[src/rtl/biquad_sched.sv]
// Biquad section controller: one shared signed multiplier stepped over five taps, with
// valid/ready handshakes and a double-buffered coefficient bank. BIQUAD_SAT_FLAG_EN adds sat_sticky/sat_clr.
module biquad_sched #(
  parameter int unsigned DW   = 16,
  parameter int unsigned CW   = 32,
  parameter int unsigned FRAC = 30
) (
  input  logic          clk,
  input  logic          reset_n,
  input  logic          in_valid,
  output logic          in_ready,
  input  logic [DW-1:0] in_data,
  output logic          out_valid,
  input  logic          out_ready,
  output logic [DW-1:0] out_data,
  input  logic          cfg_we,
  input  logic [2:0]    cfg_addr,
  input  logic [CW-1:0] cfg_data,
  input  logic          cfg_commit,
`ifdef BIQUAD_SAT_FLAG_EN
  input  logic          sat_clr,
  output logic          sat_sticky,
`endif
  output logic          busy
);

  localparam int unsigned NT = 5;
  localparam int unsigned PW = DW + CW;
  localparam int unsigned TW = PW - FRAC;
  localparam int unsigned AW = DW + CW - FRAC + 3;

  localparam logic [CW-1:0]         UNITY    = CW'(1) << FRAC;
  localparam logic [NT-1:0][CW-1:0] BANK_RST = {{((NT-1)*CW){1'b0}}, UNITY};
  localparam logic signed [AW-1:0]  SAT_MAX  = {{(AW-DW+1){1'b0}}, {(DW-1){1'b1}}};
  localparam logic signed [AW-1:0]  SAT_MIN  = {{(AW-DW+1){1'b1}}, {(DW-1){1'b0}}};

  typedef enum logic [1:0] {S_IDLE, S_MAC, S_DONE, S_HOLD} state_t;

  state_t                  state_q, state_d;
  logic [2:0]              tap_q, tap_d;
  logic signed [DW-1:0]    x0_q, x0_d, x1_q, x1_d, x2_q, x2_d;
  logic signed [DW-1:0]    y1_q, y1_d, y2_q, y2_d;
  logic signed [TW-1:0]    term_q, term_d;
  logic signed [AW-1:0]    acc_q, acc_d;
  logic                    out_valid_q, out_valid_d;
  logic [DW-1:0]           out_data_q, out_data_d;
  logic                    pend_q, pend_d;
  logic [NT-1:0][CW-1:0]   act_q, act_d, shd_q, shd_d;

  logic signed [DW-1:0]    op_c;
  logic signed [CW-1:0]    coef_c;
  logic signed [PW-1:0]    prod_c;
  logic signed [TW-1:0]    term_c;
  logic                    sat_hi_c, sat_lo_c;
  logic signed [DW-1:0]    sat_c;

  // Shared multiplier: operand/coefficient pair picked by tap, floored by FRAC.
  always_comb begin
    op_c   = '0;
    coef_c = '0;
    case (tap_q)
      3'd0:    begin op_c = x0_q; coef_c = act_q[0]; end
      3'd1:    begin op_c = x1_q; coef_c = act_q[1]; end
      3'd2:    begin op_c = x2_q; coef_c = act_q[2]; end
      3'd3:    begin op_c = y1_q; coef_c = act_q[3]; end
      3'd4:    begin op_c = y2_q; coef_c = act_q[4]; end
      default: begin op_c = '0;   coef_c = '0;       end
    endcase
    prod_c = PW'(op_c) * PW'(coef_c);
    term_c = TW'(prod_c >>> FRAC);
  end

  always_comb begin
    sat_hi_c = acc_q > SAT_MAX;
    sat_lo_c = acc_q < SAT_MIN;
    if (sat_hi_c)      sat_c = {1'b0, {(DW-1){1'b1}}};
    else if (sat_lo_c) sat_c = {1'b1, {(DW-1){1'b0}}};
    else               sat_c = acc_q[DW-1:0];
  end

  assign in_ready  = (state_q == S_IDLE) && !out_valid_q && !pend_q;
  assign busy      = (state_q != S_IDLE);
  assign out_valid = out_valid_q;
  assign out_data  = out_data_q;

  // Next state; the term register adds one drain step (tap 5) before DONE.
  always_comb begin
    state_d     = state_q;
    tap_d       = tap_q;
    x0_d        = x0_q;
    x1_d        = x1_q;
    x2_d        = x2_q;
    y1_d        = y1_q;
    y2_d        = y2_q;
    term_d      = term_q;
    acc_d       = acc_q;
    out_valid_d = out_valid_q;
    out_data_d  = out_data_q;
    pend_d      = pend_q | cfg_commit;
    act_d       = act_q;
    shd_d       = shd_q;

    for (int unsigned i = 0; i < NT; i++) begin
      if (cfg_we && (cfg_addr == 3'(i))) shd_d[i] = cfg_data;
    end

    case (state_q)
      S_IDLE: begin
        if (pend_q) begin
          act_d  = shd_d;
          pend_d = cfg_commit;
        end else if (in_valid && in_ready) begin
          x0_d    = in_data;
          acc_d   = '0;
          tap_d   = '0;
          state_d = S_MAC;
        end
      end
      S_MAC: begin
        if (tap_q != 3'd0) acc_d = acc_q + AW'(term_q);
        if (tap_q == 3'(NT)) begin
          state_d = S_DONE;
        end else begin
          term_d = term_c;
          tap_d  = tap_q + 3'd1;
        end
      end
      S_DONE: begin
        out_data_d  = sat_c;
        out_valid_d = 1'b1;
        x2_d        = x1_q;
        x1_d        = x0_q;
        y2_d        = y1_q;
        y1_d        = sat_c;
        state_d     = S_HOLD;
      end
      S_HOLD: begin
        if (out_valid_q && out_ready) begin
          out_valid_d = 1'b0;
          state_d     = S_IDLE;
        end
      end
      default: state_d = S_IDLE;
    endcase
  end

  always_ff @(posedge clk) begin
    if (!reset_n) begin
      state_q     <= S_IDLE;
      tap_q       <= '0;
      x0_q        <= '0;
      x1_q        <= '0;
      x2_q        <= '0;
      y1_q        <= '0;
      y2_q        <= '0;
      term_q      <= '0;
      acc_q       <= '0;
      out_valid_q <= 1'b0;
      out_data_q  <= '0;
      pend_q      <= 1'b0;
      act_q       <= BANK_RST;
      shd_q       <= BANK_RST;
    end else begin
      state_q     <= state_d;
      tap_q       <= tap_d;
      x0_q        <= x0_d;
      x1_q        <= x1_d;
      x2_q        <= x2_d;
      y1_q        <= y1_d;
      y2_q        <= y2_d;
      term_q      <= term_d;
      acc_q       <= acc_d;
      out_valid_q <= out_valid_d;
      out_data_q  <= out_data_d;
      pend_q      <= pend_d;
      act_q       <= act_d;
      shd_q       <= shd_d;
    end
  end

`ifdef BIQUAD_SAT_FLAG_EN
  logic sticky_q, sticky_d;

  // A clip in DONE overrides a same-cycle clear.
  always_comb begin
    sticky_d = sticky_q;
    if (sat_clr) sticky_d = 1'b0;
    if ((state_q == S_DONE) && (sat_hi_c || sat_lo_c)) sticky_d = 1'b1;
  end

  always_ff @(posedge clk) begin
    if (!reset_n) sticky_q <= 1'b0;
    else          sticky_q <= sticky_d;
  end

  assign sat_sticky = sticky_q;
`endif

endmodule

[config.mk]
export PLATFORM = sky130hd
export DESIGN_NAME = biquad_sched
export DESIGN_NICKNAME = d
export VERILOG_FILES = /design/src/rtl/biquad_sched.sv
export SDC_FILE = /design/constraint.sdc
export NUM_CORES = 2
export LEC_CHECK = 0
export ABC_AREA = 1
export CORE_UTILIZATION = 35
export DETAILED_ROUTE_END_ITERATION = 6
export DONT_BUFFER_PORTS = 1
export GPL_TIMING_DRIVEN = 0
export PLACE_DENSITY = 0.52
export SYNTH_ARGS = -nofsm -noshare
export SYNTH_HDL_FRONTEND = slang
export SYNTH_SLANG_ARGS = --single-unit
export TNS_END_PERCENT = 50
[constraint.sdc]
create_clock -name clk -period 19.1 [get_ports clk]
set_clock_uncertainty 0.1 [all_clocks]
set_input_delay 1.91 -clock clk [delete_from_list [all_inputs] [get_ports clk]]
set_output_delay 1.91 -clock clk [all_outputs]
set_load 0.02 [all_outputs]
* Yosys cells after proc, flatten, opt, wreduce, memory -nomap -nowiden *
Cells that the tools add are included.

storage, ports and cells
  output and inout port bits = 19
  bits in registers = 446
  word-level logic and storage cells = 98
  input port bits = 57

operators by class
  eq/ne operators = 18
  multiply operators = 1
  magnitude comparators = 2
  muxes and demuxes = 26
  reduce and logical (&&, ||, !) cells = 25
  bitwise gates (word level) = 3
  add/sub/neg operators = 2

operator list
  operator                                               number
  two-way mux 32 bit                                     5
  one-hot mux 32 bit (5 select lines)                    1
  one-hot mux 16 bit (5 select lines)                    1
  two-way mux 21 bit                                     3
  multiplier 16 x 32 -> 48 bit                           1
  one-hot mux 21 bit (2 select lines)                    1
  two-way mux 16 bit                                     2
  adder 21 x 18 -> 21 bit                                1
  > comparator 21 x 16 -> 1 bit (second input constant)  1
  < comparator 21 x 16 -> 1 bit (second input constant)  1
  == test 3 x 2 -> 1 bit (second input constant)         4
  AND reduction 4 bit                                    3
  != test 2 bit (second input constant)                  5
  == test 3 bit (second input constant)                  3
  logical AND 1 bit                                      9
  two-way mux 3 bit                                      3
  two-way mux 2 bit                                      4
  one-hot mux 2 bit (4 select lines)                     1
  == test 3 x 1 -> 1 bit (second input constant)         2
  logical NOT 3 bit                                      2
  one-hot mux 3 bit (2 select lines)                     1
  AND reduction 2 bit                                    3
  nonzero test 2 bit                                     3
  == test 2 bit (second input constant)                  2
  11 further kinds                                       15

* Longest topological paths before layout *
  word-level depth = 7
  mapped depth = 40

* Worst setup path after synthesis *
No wires, ideal clock.

  kind = flip-flop to flip-flop
  start = reg tap_q[0]
  end = reg term_q[16]
  period minus slack after synthesis = 6.812 ns
  data required time = 18.926 ns
  path slack = 12.288 ns
  cell stages (with the launch flop) = 29
  path buffers = 4
  data arrival time = 6.638 ns
  path through = dfxtp_1 inv_1 ha_1 buf_4 buf_2 buf_2 nand3_1 nand2_1 nor4_1 buf_2 nor2_1 inv_1 fa_1 inv_1 fa_1 inv_1 fa_1 inv_1 fa_1 fa_1 fa_1 ha_1 a21oi_1 o21ai_0 inv_1 nor2_1 a2111oi_0 nand3_1 a31oi_1

on the way
  word-level cells in the longest chain between the ends = 3
  elaborated cells on any way between the ends = 11
  those cells by class = mul: 1; eq/ne: 5; mux: 2; bitwise: 1; reduce/logical: 2

RTL lines
  item                                                                        RTL line  source
  start: declaration                                                          40        logic [2:0] tap_q, tap_d;
  start signal: assignment                                                    165       tap_q <= tap_d;
  == test 3 bit, or another cell as far along                                 61        case (tap_q)
  one-hot mux 16 bit (5 select lines), or another cell as far along           61
  multiplier 16 x 32 -> 48 bit / AND reduction 2 bit (equally long branches)  n/a
  end signal: assignment                                                      171       term_q <= term_d;
  end: declaration                                                            43        logic signed [TW-1:0] term_q, term_d;

Several ways; a longest one is shown, not always the timed one.
A chain may end at the register's enable or synchronous reset.

* Final worst setup path *
  start = reg tap_q[2]
  end = reg term_q[12]

Same word-level chain as after synthesis.

==> flow_summary.ini <==
[outcome]
status = finished, final reports clean

[clock_tree]
path_clk_slew_ps = 70
ctsHoldBuffers = 0
postCtsSetupRepairBufs = 0
cts_resized = 0
clkSinkCount = 446
insertion_delay_ps = 580
cts-root-buf = clkbuf_16
cts_tree = yes
htree_num_levels = 2
clockBufferDepth = 3
cts_buffers = 43

[synthesis]
synth-async-reset-ratio_pct = 0
netlist_instances = 4586
synth.top_cells.by_count = 960 x inv_1, 748 x nor2_1, 658 x nand2_1, 487 x fa_1, 446 x dfxtp_1
synth_top_area_cell = fa_1
syn-cell-area_um2 = 36900
syn_avg_cell_area_um2 = 8.047
ys_types = 52
yosysMostFrequentCell = inv_1
synth_edf_count = 0
yosys_register_bits = 446
synth_top_area_share_pct = 26.42
synth-seq-area-share_pct = 24.20
synth_nets = 5270
synth_ff_type = dfxtp_1
ys_warn_count = 0
synth_area_leaders = fa_1 26%, dfxtp_1 24%, inv_1 9.8%, nor2_1 7.6%, nand2_1 6.7%

[timing]
fin_crit_ps = 9264
tns_ps = 0
final.setup.worst_slack_ps = 9836
final_max_slew_viol_count = 0
timing.final.crit_share_pct = 48.50
relSlewSlack_pct = 2.441
hold_viol = 0
rsz0062_at_grt = no
tightest_slew_ps = 1450
max_freq_ghz = 0.1079
finalSetupViolCount = 0

[floorplanning]
start_util_pct = 35.45
core_um2 = 104100
rows = 118
die_height_um = 326.7
die_w_um = 326.7
die_area_um2 = 106700
io_pins = 76

[finish]
drive_above_1_share_pct = 4.182
synthToLayoutAreaGrowth_pct = 8.538
antenna_cells = 0
nets = 5316

[worst_setup_path]
cpMostUsedCell = fa_1
crit_fanout = 10
arrival_ps = 9610
cpPeakStageDelay_ps = 1150
slowest_stage = nor4_1
startpoint_type = flip-flop
crit_path_end_kind = flip-flop
r2r-end = term_q[12]$_SDFFE_PN0P_
worstRegToRegCells = 30
timing.rr.start = tap_q[2]$_SDFFE_PN0P_
r2r_setup_slack_ps = 9840
cp.required_ps = 19450
worstSetupPathType = flip-flop to flip-flop

[drt]
via_count = 29830
first_iter_violations = 2309
wire_per_inst_um = 20.47
drc = 0
first_pass_iters = 6
wl_um = 123700
viasPerCell = 4.936
ant_nets = 0

[place]
finalWeightedCongestion = 0.9402
port_buffers = 0
dp_slack_ps = 9745
dp_hpwl_um = 98030

[hold_path]
holdPathEnd = acc_q[6]$_SDFFE_PN0P_
hold_depth = 2
holdCritPathClass = flip-flop to flip-flop
hp-start = acc_q[6]$_SDFFE_PN0P_

[pwr]
power_density_nw_per_um2 = 153.7
peakVddDrop_uv = 258.9
p_clk_share_pct = 14.4
combPwrFrac_pct = 66.0
pwr-share-seq_pct = 19.6
switching_share_pct = 54.12
p_int_mw = 2.825
netSwitchingPower_mw = 3.331
leakage_nw = 19.88

[global_route]
antenna_found_initial = 1
grt_pass1_vias = 29800
grt_usage_pct = 23.45
grt_max_degree = 16
grt_pass1_wl_um = 189800
grt-ovfl-total = 0

[run]
max_cap_viol_count = 0
## layout make-up
| cell class | instances | area (um2) |
|---|---|---|
| Buffer | 204 | 874.6 |
| Clock buffer | 63 | 1241 |
| Clock inverter | 13 | 168.9 |
| Fill cell | 10990 | 64040 |
| Inverter | 975 | 3665 |
| Multi-Input combinational cell | 2961 | 23440 |
| Sequential cell | 446 | 8929 |
| Tap cell | 1380 | 1727 |
| Timing Repair Buffer | 1 | 7.507 |
## power groups by stage
stage                     Clock (mW)  Sequential, mW  Combinational (mW)
final                          0.884            1.21                4.07
after global routing           0.935            1.22                4.49
after CTS                      0.896            1.21                4.09
after detailed placement           0            1.23                4.03
after global placement             0            1.23                4.04
after floorplan                    0            1.18                2.55
## worst max-delay path, delay by kind of cell (launching register included)
family                     cells  cell delay, ps
AOI/OAI and AO/OA              5            1260
and+or+nand+nor                7            1840
DFF                            1             330
buffers and inverters         10            1990
adders and majority gates      8            3590
## stage by stage
| step | total power, mW | instances | util, % | area (um2) | hold WS (ps) |
|---|---|---|---|---|---|
| 2_1_floorplan | 3.728 | 4586 | - | 36900 | 328.3 |
| 3_3_place_gp | 5.269 | 5966 | 37.11 | 38630 | 359.7 |
| 5_1_grt | 6.645 | 6043 | 38.48 | 40050 | 411.8 |
| 6_report | 6.156 | 6043 | 38.48 | 40050 | 387.9 |
| 4_1_cts | 6.192 | 6043 | 38.48 | 40050 | 386.9 |
| 3_5_place_dp | 5.258 | 5967 | 37.12 | 38640 | 372.2 |
## kinds of logic after synthesis
group | count (synthesis) | synth area share [%]
xor gates and xnor gates | 15 | 0.3560
DFF | 446 | 24.20
buffers and inverters | 1179 | 12.30
adders and majority gates | 627 | 31.17
AOI/OAI and AO/OA | 550 | 9.284
and+or+nand+nor | 1609 | 18.36
muxes | 160 | 4.340
## worst max-delay path by stage
stage | from | endpoint | slack (ps)
6_report | tap_q[2]$_SDFFE_PN0P_ | term_q[12]$_SDFFE_PN0P_ | 9840
5_1_grt | tap_q[2]$_SDFFE_PN0P_ | term_q[15]$_SDFFE_PN0P_ | 9390
4_1_cts | tap_q[2]$_SDFFE_PN0P_ | term_q[12]$_SDFFE_PN0P_ | 9690
3_5_place_dp | tap_q[2]$_SDFFE_PN0P_ | term_q[15]$_SDFFE_PN0P_ | 9750
3_3_place_gp | tap_q[0]$_SDFFE_PN0P_ | term_q[13]$_SDFFE_PN0P_ | 9670
2_1_floorplan | tap_q[0]$_SDFFE_PN0P_ | term_q[16]$_SDFFE_PN0P_ | 12290
## placed cells by master (no fill, tap or decap), types with 127 or more instances in the layout
cell type / n
nand2_1: 658
fa_1: 487
o21ai_0: 144
nor2_1: 748
inv_1: 960
dfxtp_1: 446
a21oi_1: 146
clkbuf_1: 127
o211ai_1: 162
mux2i_1: 160
ha_1: 140
## flip-flops by register name, indices dropped and copies added, names as in the netlist, 16 cells and up
signal and cells:
x1_q 16, act_q 160, x0_q 16, shd_q 160, acc_q 21, term_q 18
x2_q 16, out_data 16, y2_q 16
## layer usage
metal | vias up | track usage (%) | share of wire, %
met5 | - | 0 | 0
met4 | 0 | 4.663 | 2.1
met3 | 131 | 3.164 | 6.1
met2 | 834 | 37.57 | 46
met1 | 14740 | 33.69 | 46
li1 | 14130 | - | -
Power figures use the tool's default switching activity.
